### config.mk
export PLATFORM = sky130hd
export DESIGN_NAME = branch_resolve
export DESIGN_NICKNAME = d
export VERILOG_FILES = /design/src/rtl/branch_resolve_pkg.sv /design/src/rtl/branch_resolve_pred_queue.sv /design/src/rtl/branch_resolve.sv
export SDC_FILE = /design/constraint.sdc
export NUM_CORES = 1
export LEC_CHECK = 0
export ABC_AREA = 1
export CAP_MARGIN = 20
export CORE_ASPECT_RATIO = 1.75
export CORE_MARGIN = 2
export CORE_UTILIZATION = 52
export DETAILED_ROUTE_END_ITERATION = 12
export PLACE_DENSITY = 0.78
export RECOVER_POWER = 100
export SLEW_MARGIN = 20
export SYNTH_ARGS = -nofsm -noshare
export SYNTH_HDL_FRONTEND = slang
export SYNTH_SLANG_ARGS = --single-unit
### constraint.sdc
create_clock -name clk -period 4.94 [get_ports clk]
set_input_delay 0.741 -clock clk [delete_from_list [all_inputs] [get_ports clk]]
set_output_delay 0.741 -clock clk [all_outputs]
set_load 0.02 [all_outputs]
### src/rtl/branch_resolve_pkg.sv
// Shared types for the branch resolution slice: prediction record, FSM encoding
// and the fall-through instruction size.
package branch_resolve_pkg;

    localparam logic [31:0] INSTR_BYTES = 32'd4;

    typedef struct packed {
        logic        cond;
        logic [31:0] pc;
        logic        taken;
        logic [31:0] target;
    } pred_entry_t;

    typedef enum logic {
        RUN   = 1'b0,
        FLUSH = 1'b1
    } br_state_e;

endpackage

### src/rtl/branch_resolve_pred_queue.sv
// pred_queue: circular FIFO of in-flight predictions with a synchronous clear
// that wins over any same-cycle push or pop.
module pred_queue
    import branch_resolve_pkg::*;
#(
    parameter int DEPTH = 4,
    localparam int PTR_W = (DEPTH > 1) ? $clog2(DEPTH) : 1,
    localparam int CNT_W = $clog2(DEPTH) + 1
) (
    input  logic              clk,
    input  logic              rst,
    input  logic              clr_i,
    input  logic              push_i,
    input  pred_entry_t       push_entry_i,
    input  logic              pop_i,
    output pred_entry_t       head_o,
    output logic [CNT_W-1:0]  count_o
);

    logic [PTR_W-1:0] wr_ptr_q;
    logic [PTR_W-1:0] rd_ptr_q;
    logic [CNT_W-1:0] count_q;
    pred_entry_t      mem_q [DEPTH];

    // NOTE: sequential state uses non-blocking assignments so every register
    // samples pre-edge values regardless of process ordering.
    always_ff @(posedge clk) begin
        if (rst) begin
            wr_ptr_q <= '0;
            rd_ptr_q <= '0;
            count_q  <= '0;
        end else if (clr_i) begin
            wr_ptr_q <= '0;
            rd_ptr_q <= '0;
            count_q  <= '0;
        end else begin
            if (push_i) wr_ptr_q <= wr_ptr_q + PTR_W'(1);
            if (pop_i)  rd_ptr_q <= rd_ptr_q + PTR_W'(1);
            case ({push_i, pop_i})
                2'b10:   count_q <= count_q + CNT_W'(1);
                2'b01:   count_q <= count_q - CNT_W'(1);
                default: count_q <= count_q;
            endcase
        end
    end

    // NOTE: the storage array has no reset; validity is carried entirely by the
    // pointers and count, so clearing it would only cost reset fan-out.
    always_ff @(posedge clk) begin
        if (push_i && !clr_i) begin
            mem_q[wr_ptr_q] <= push_entry_i;
        end
    end

    assign head_o  = mem_q[rd_ptr_q];
    assign count_o = count_q;

endmodule

### src/rtl/branch_resolve.sv
// branch_resolve: checks resolved branches against queued predictions, raises a
// one-cycle flush on mispredict and feeds the predictor. Optional: BRANCH_STATS_EN.
module branch_resolve
    import branch_resolve_pkg::*;
#(
    parameter int DEPTH = 4
) (
    input  logic        clk,
    input  logic        rst,
    input  logic        pred_valid,
    input  logic        pred_cond,
    input  logic [31:0] pred_pc,
    input  logic        pred_taken,
    input  logic [31:0] pred_target,
    output logic        pred_ready,
    input  logic        res_valid,
    input  logic        res_taken,
    input  logic [31:0] res_target,
    output logic        upd_branch,
    output logic        upd_result,
    output logic        flush,
    output logic [31:0] redirect_pc,
    output logic        err
`ifdef BRANCH_STATS_EN
    ,
    output logic [31:0] stat_branches,
    output logic [31:0] stat_mispredicts
`endif
);

    localparam int CNT_W = $clog2(DEPTH) + 1;

    logic [CNT_W-1:0] q_count;
    pred_entry_t      head;
    pred_entry_t      push_entry;

    br_state_e   state_q, state_d;
    logic        push, pop, empty_res, mispredict;
    logic [31:0] correct_pc;

    logic        flush_q, flush_d;
    logic [31:0] redirect_q, redirect_d;
    logic        upd_branch_q, upd_branch_d;
    logic        upd_result_q, upd_result_d;
    logic        err_q, err_d;

    assign push_entry = '{cond: pred_cond, pc: pred_pc, taken: pred_taken, target: pred_target};

    pred_queue #(.DEPTH(DEPTH)) u_queue (
        .clk          (clk),
        .rst          (rst),
        .clr_i        (mispredict),
        .push_i       (push && !mispredict),
        .push_entry_i (push_entry),
        .pop_i        (pop),
        .head_o       (head),
        .count_o      (q_count)
    );

    // NOTE: every signal written here gets a default first, so no path can
    // leave one unassigned and infer a latch.
    always_comb begin
        state_d      = state_q;
        pred_ready   = (q_count != CNT_W'(DEPTH)) && (state_q == RUN);
        push         = pred_valid && pred_ready;
        pop          = res_valid && (q_count != '0) && (state_q == RUN);
        empty_res    = res_valid && (q_count == '0) && (state_q == RUN);
        mispredict   = pop && ((head.taken != res_taken) ||
                               (res_taken && (head.target != res_target)));
        correct_pc   = res_taken ? res_target : head.pc + INSTR_BYTES;
        flush_d      = mispredict;
        redirect_d   = mispredict ? correct_pc : redirect_q;
        upd_branch_d = pop && head.cond;
        upd_result_d = pop && head.cond && res_taken;
        err_d        = err_q || empty_res;

        case (state_q)
            RUN:     if (mispredict) state_d = FLUSH;
            FLUSH:   state_d = RUN;
            default: state_d = RUN;
        endcase
    end

    always_ff @(posedge clk) begin
        if (rst) begin
            state_q      <= RUN;
            flush_q      <= 1'b0;
            redirect_q   <= '0;
            upd_branch_q <= 1'b0;
            upd_result_q <= 1'b0;
            err_q        <= 1'b0;
        end else begin
            state_q      <= state_d;
            flush_q      <= flush_d;
            redirect_q   <= redirect_d;
            upd_branch_q <= upd_branch_d;
            upd_result_q <= upd_result_d;
            err_q        <= err_d;
        end
    end

    assign flush       = flush_q;
    assign redirect_pc = redirect_q;
    assign upd_branch  = upd_branch_q;
    assign upd_result  = upd_result_q;
    assign err         = err_q;

`ifdef BRANCH_STATS_EN
    logic [31:0] stat_branches_q;
    logic [31:0] stat_mispredicts_q;

    always_ff @(posedge clk) begin
        if (rst) begin
            stat_branches_q    <= '0;
            stat_mispredicts_q <= '0;
        end else begin
            if (pop)        stat_branches_q    <= stat_branches_q + 32'd1;
            if (mispredict) stat_mispredicts_q <= stat_mispredicts_q + 32'd1;
        end
    end

    assign stat_branches    = stat_branches_q;
    assign stat_mispredicts = stat_mispredicts_q;
`endif

endmodule

# Yosys cells after proc, flatten, opt, wreduce, memory -nomap -nowiden
# Memory sizes are Yosys's and may differ from the RTL's. A register that Yosys moved wholly into a read port is not among the register bits.
# Index checks and enable logic that the tools add are counted.
[totals] register_bits=44 latchBits=0 ram_bits=264 romBits=0 input_bits=103 out_inout_bits=37 word_cells=48 n_memories=1
[op_classes] n_addsub=5 multipliers=0 n_div=0 order_cmp=0 n_eq_ne=5 shift=0 mux=8 n_bitwise=1 n_reduce_logical=19
[memory_table] name="u_queue.mem_q" depth=4 word_bits=66 read_ports=1 rd_clocked_by_memory_dff=1 write_ports=1 line="branch_resolve_pred_queue.sv:23" rtl="pred_entry_t mem_q [DEPTH];"
[op_table] cell="$add 32x3->32 const B" count=1
[op_table] cell="$mux 32" count=1
[op_table] cell="$ne 32x32->1" count=1
[op_table] cell="$logic_and 1x1->1" count=12
[op_table] cell="$pmux 3 s2" count=1
[op_table] cell="$add 2x1->2 const B" count=2
[op_table] cell="$mux 2" count=2
[op_table] cell="$add 3x1->3 const B" count=1
[op_table] cell="$logic_not 3->1" count=1
[op_table] cell="$mux 1" count=3
[op_table] cell="$ne 3x3->1 const B" count=1
[op_table] cell="$reduce_bool 3->1" count=1
[op_table] cell="$sub 3x1->3 const B" count=1
[op_table] cell="$eq 2x1->1 const B" count=1
[op_table] cell="$eq 2x2->1 const B" count=1
[op_table] cell="$logic_or 1x1->1" count=2
[op_table] cell="$pmux 1 s2" count=1
[op_table] cell="$reduce_bool 2->1" count=1
[op_table] cell="$reduce_or 2->1" count=1
[op_table] cell="$logic_not 1->1" count=1
[op_table] cell="$ne 1x1->1" count=1
[op_table] cell="$not 1->1" count=1

# Longest topological paths before layout
[depth] ltp_word=9 ltp_mapped=21 ltp_nobuf=19

# Hierarchy
# From an unflattened synthesis, not the netlist that was laid out.
[unflattened] cells_unflattened=1316 hier_area_um2=14099.8
[by_module_without_submodules] module="pred_queue" n_inst=1 cells_each=697 area_each_um2=10827.9 seq_area_each_um2=8107.8
[by_module_without_submodules] module="branch_resolve" n_inst=1 cells_each=619 area_each_um2=3271.9 seq_area_each_um2=740.7

# Worst setup path before layout
# Ideal clock, no wire load.
[synth_path] path_kind="input to register" from="in res_taken" to="mem u_queue.mem_q[0][0] in the netlist's numbering (enable)" setup_time_ps=491 arrival_ps=4540 required_time_ps=4449 setup_slack_ps=-90 stages=10 path_buffers=0 path_cell_list="clkinv_1 nor2_1 nand2_1 nor2_1 nand2_1 nor2_1 nand3_2 o21ai_4 nand2_1 nor2_1"
[synth_between] elab_chain_len=8 word_cells_on_any_way=9 cone_classes="1 x eq/ne; 2 x mux; 6 x reduce/logical"
[synth_lines] item="start: declaration" line="branch_resolve.sv:17" rtl="input logic res_taken,"
[synth_lines] item="$ne 1x1->1 / $logic_and 1x1->1 (equally long branches)" line="branch_resolve.sv:68, branch_resolve.sv:69"
[synth_lines] item="$logic_or 1x1->1 (*)" line="branch_resolve.sv:68" rtl="mispredict = pop && ((head.taken != res_taken) ||"
[synth_lines] item="$logic_and 1x1->1 (*)" line="branch_resolve.sv:68"
[synth_lines] item="$logic_not 1->1 (*)" line="branch_resolve_pred_queue.sv:50, branch_resolve.sv:53"
[synth_lines] item="$logic_and 1x1->1" line="branch_resolve.sv:53" rtl=".push_i (push && !mispredict),"
[synth_lines] item="$logic_and 1x1->1 (*)" line="branch_resolve_pred_queue.sv:50" rtl="if (push_i && !clr_i) begin"
[synth_lines] item="$mux 1 (*)" line="branch_resolve_pred_queue.sv:50"
[synth_lines] item="$mux 1 (implied by the code) (*)" line="branch_resolve_pred_queue.sv:51" rtl="mem_q[wr_ptr_q] <= push_entry_i;"
[synth_lines] item="end: declaration" line="branch_resolve_pred_queue.sv:23"
# Every way passes the cells marked *; elsewhere a longest branch is shown, timed or not.

==> impl_results.md <==
- CP startpoint kind: register
- Routability cong.: 0.937
- Syn. warnings: 0
- H-tree depth: 1
- WL per Instance: 18.9 um
- Die X: 127 um
- CP max-delay cell: inv_4
- Worst path cell trace: inv_4 > nand2_1 > nand3_1 > nand2_1 > nand2_1 > nand2_1 > nor2_1 > nand2_1 > nor2_1 > nand3_1 > o21ai_4 > nand2_1 > nor2_1 > buf_4
- Hold-critical path endpoint: redirect_pc[0]$_SDFFE_PP0P_
- Hold buffers post-CTS: 0
- Reg2reg path depth: 14
- Initial antenna violation count: 1
- Core Region: 0.0260 mm2
- Max_slew headroom: 2.06%
- Drt first pass iters: 6
- Buffers added on ports: 139
- R2R Setup Slk: 690 ps
- Synthesized area: 0.0137 mm2
- P_sw: 2.71 mW
- Share of total power in sequential cells: 43.5%
- Power per cell area: 491 mW/mm2
- Placed cell count: 1802
- FMAX: 235 MHz
- Syn_area_per_cell: 9.93 um2
- Die Y: 219 um
- Post-synth cell types: 41
- #FFs+latches synth: 310
- Clk_skew: 17.2 ps
- Crit path capture type: register
- I/O pin cnt: 140
- Area Overhead vs Synth: 17.5%
- Crit-path max cell delay: 610 ps
- Most used cell, CP: nand2_1
- Post-synth top area cell: edfxtp_1
- Reg clk slew, reported paths: 70 ps
- Status: finished clean
- Slew @ Worst Pin: 1470 ps
- Clk buf depth: 3
- Clock Root Buffer: clkbuf_16
- Post_cts resized: 0
- Initial core utilization: 52.9%
- Final Hold Fails: 0
- Mapped Nets: 1492
- Synth top area cells: edfxtp_1 (58%), nand2_1 (15%), dfxtp_1 (6.7%)
- Number of global-route vias before repair: 9938
- Cells after Synth: 1382
- Max VDD drop: 0.000359 V
- Final period utilization: 86.0%
- # DRC: 0
- Layout cell share with drive strength beyond 1: 5.23%
- Clock Latency Late Sink: 560 ps
- Unrepaired setup endpoints after global routing: false
- CTS sink cnt: 310
- Gr usage total: 24.8%
- Combinational power share: 29.5%
- Async set or reset register ratio after synthesis: 0%
- HP Start: redirect_pc[0]$_SDFFE_PP0P_
- Nets: 1621
- Setup bufs post-CTS: 0
- Crit Path Max Fanout: 75
- WHS Path Cells: 2
- FILL cells: 2089
- Post-Layout Cell Count: 1852
- Largest net degree at the start of global routing: 97
- Terminus of the critical flop-to-flop path: u_queue.mem_q[2][36]$_DFFE_PP_
- Clock Power Share: 27.0%
- CTS tree: yes
- Commonest non-fill, non-tap cell in the layout: nand2_1
- Vias: 10200
- Hpwl dp: 24.1 mm
- # rows: 78
- Setup violators final: 0
- WP data required: 5130 ps
- Hold Crit Class: register to register
- Antenna-violating nets left: 0
- Pre-CTS WS: 1070 ps
- Die area: 0.0278 mm2
- Leakage power total: 6.42 nW
- Sw Ratio: 34.2%
- Internal: 5.21 mW
- Worst setup margin: 693 ps
- First-pass GRT wire length: 52.5 mm
- Final slew viol count: 0
- Number of buffers created by CTS: 27
- Starting DRT DRC Count: 811
- Post-synthesis sequential area ratio: 64.5%
- Critical Path AT: 4440 ps
- WS Path Type: register to register
- Most frequent cells in the layout: nand2_1 (561), edfxtp_1 (264), nand3_1 (172)
- Shortest period the worst path allows: 4250 ps
- Vias per cell: 5.51
- Global route overflow: 0
- Max cap viols: 0
- Post-synth EDFFs: 264
- Ys flop type: edfxtp_1
- WL final: 35.0 mm
- Synth top area share: 57.8%
## registers in the layout, indices dropped and copies added, names as in the netlist, named ones only
signal and cells:
state_q 1, u_queue.wr_ptr_q 2, upd_branch 1, u_queue.count_o 3
redirect_pc 32, u_queue.mem_q 264, u_queue.rd_ptr_q 2, err 1
upd_result 1, flush 1
## layout make-up
type                            instances  area, um2  area share [%]
Antenna cell                            1       2.50          0.0155
Timing Repair Buffer                  156       1530            9.48
Inverter                               74        280            1.74
Clock buffer                           34        702            4.35
Sequential cell                       310       8850            54.9
Multi-Input combinational cell        942       4170            25.9
Tap cell                              320        400            2.48
Clock inverter                         15        185            1.15
## per-layer routing
layer / up-vias / part of all wire [%] / global-route usage, %
met4: 0 / 6.2 / 15.3
met5: - / 0 / 0
met2: 406 / 53 / 45.7
li1: 4891 / - / -
met1: 4808 / 35 / 26.8
met3: 102 / 5.9 / 3.22
## cell usage after synthesis (10+ instances only)
cell type    n
buf_6       11
nor2_1      84
xor2_1      11
nand3b_1    10
nand4_1     19
dfxtp_1     46
nand2_1    561
inv_1       70
nand3_1    171
edfxtp_1   264
buf_4       19
buf_2       15
o21ai_0     25
## worst max-delay path by stage
| stage | slack [ps] | endpoint | start | cells past startpoint |
|---|---|---|---|---|
| after detailed placement | 1070 | u_queue.mem_q[2][10]$_DFFE_PP_ | register | 14 |
| after floorplan | -90 | u_queue.mem_q[0][0]$_DFFE_PP_ | res_taken | 10 |
| final | 690 | u_queue.mem_q[2][36]$_DFFE_PP_ | register | 14 |
| after global placement | 1150 | u_queue.mem_q[2][10]$_DFFE_PP_ | register | 14 |
| after CTS | 1040 | u_queue.mem_q[2][10]$_DFFE_PP_ | register | 14 |
| after global routing | 440 | u_queue.mem_q[2][36]$_DFFE_PP_ | register | 14 |
## stage by stage
step | instance area (um2) | hold WS [ps] | TNS (ps) | total power, mW | utilization (%)
2_1_floorplan | 13700 | 452 | -23890 | 5.13 | -
3_3_place_gp | 15300 | 427 | 0 | 5.81 | 58.9
3_5_place_dp | 15300 | 437 | 0 | 5.87 | 58.9
4_1_cts | 16200 | 451 | 0 | 7.99 | 62.3
5_1_grt | 16100 | 465 | 0 | 8.31 | 62.1
6_report | 16100 | 444 | 0 | 7.92 | 62.1
## critical path: cells and delay by family, from the launching register on
family / cells / cell delay, ps
buf+inv: 2 / 1110
simple gates: 11 / 1950
flops: 1 / 480
compound gates: 1 / 260
## logic make-up after synthesis
kind of cell,share of synthesized area (%)
simple gates,26.9
flops,64.5
buf+inv,5.00
compound gates,2.02
xor+xnor,0.894
fa+ha+maj,0.693
## power groups by stage
stage	combinational (mW)	sequential (mW)	clock, mW
3_5_place_dp	2.38	3.49	0
4_1_cts	2.39	3.44	2.16
6_report	2.34	3.45	2.13
3_3_place_gp	2.33	3.48	0
5_1_grt	2.60	3.48	2.24
2_1_floorplan	1.60	3.53	0
No activity file was read; power rests on OpenSTA's default activity.
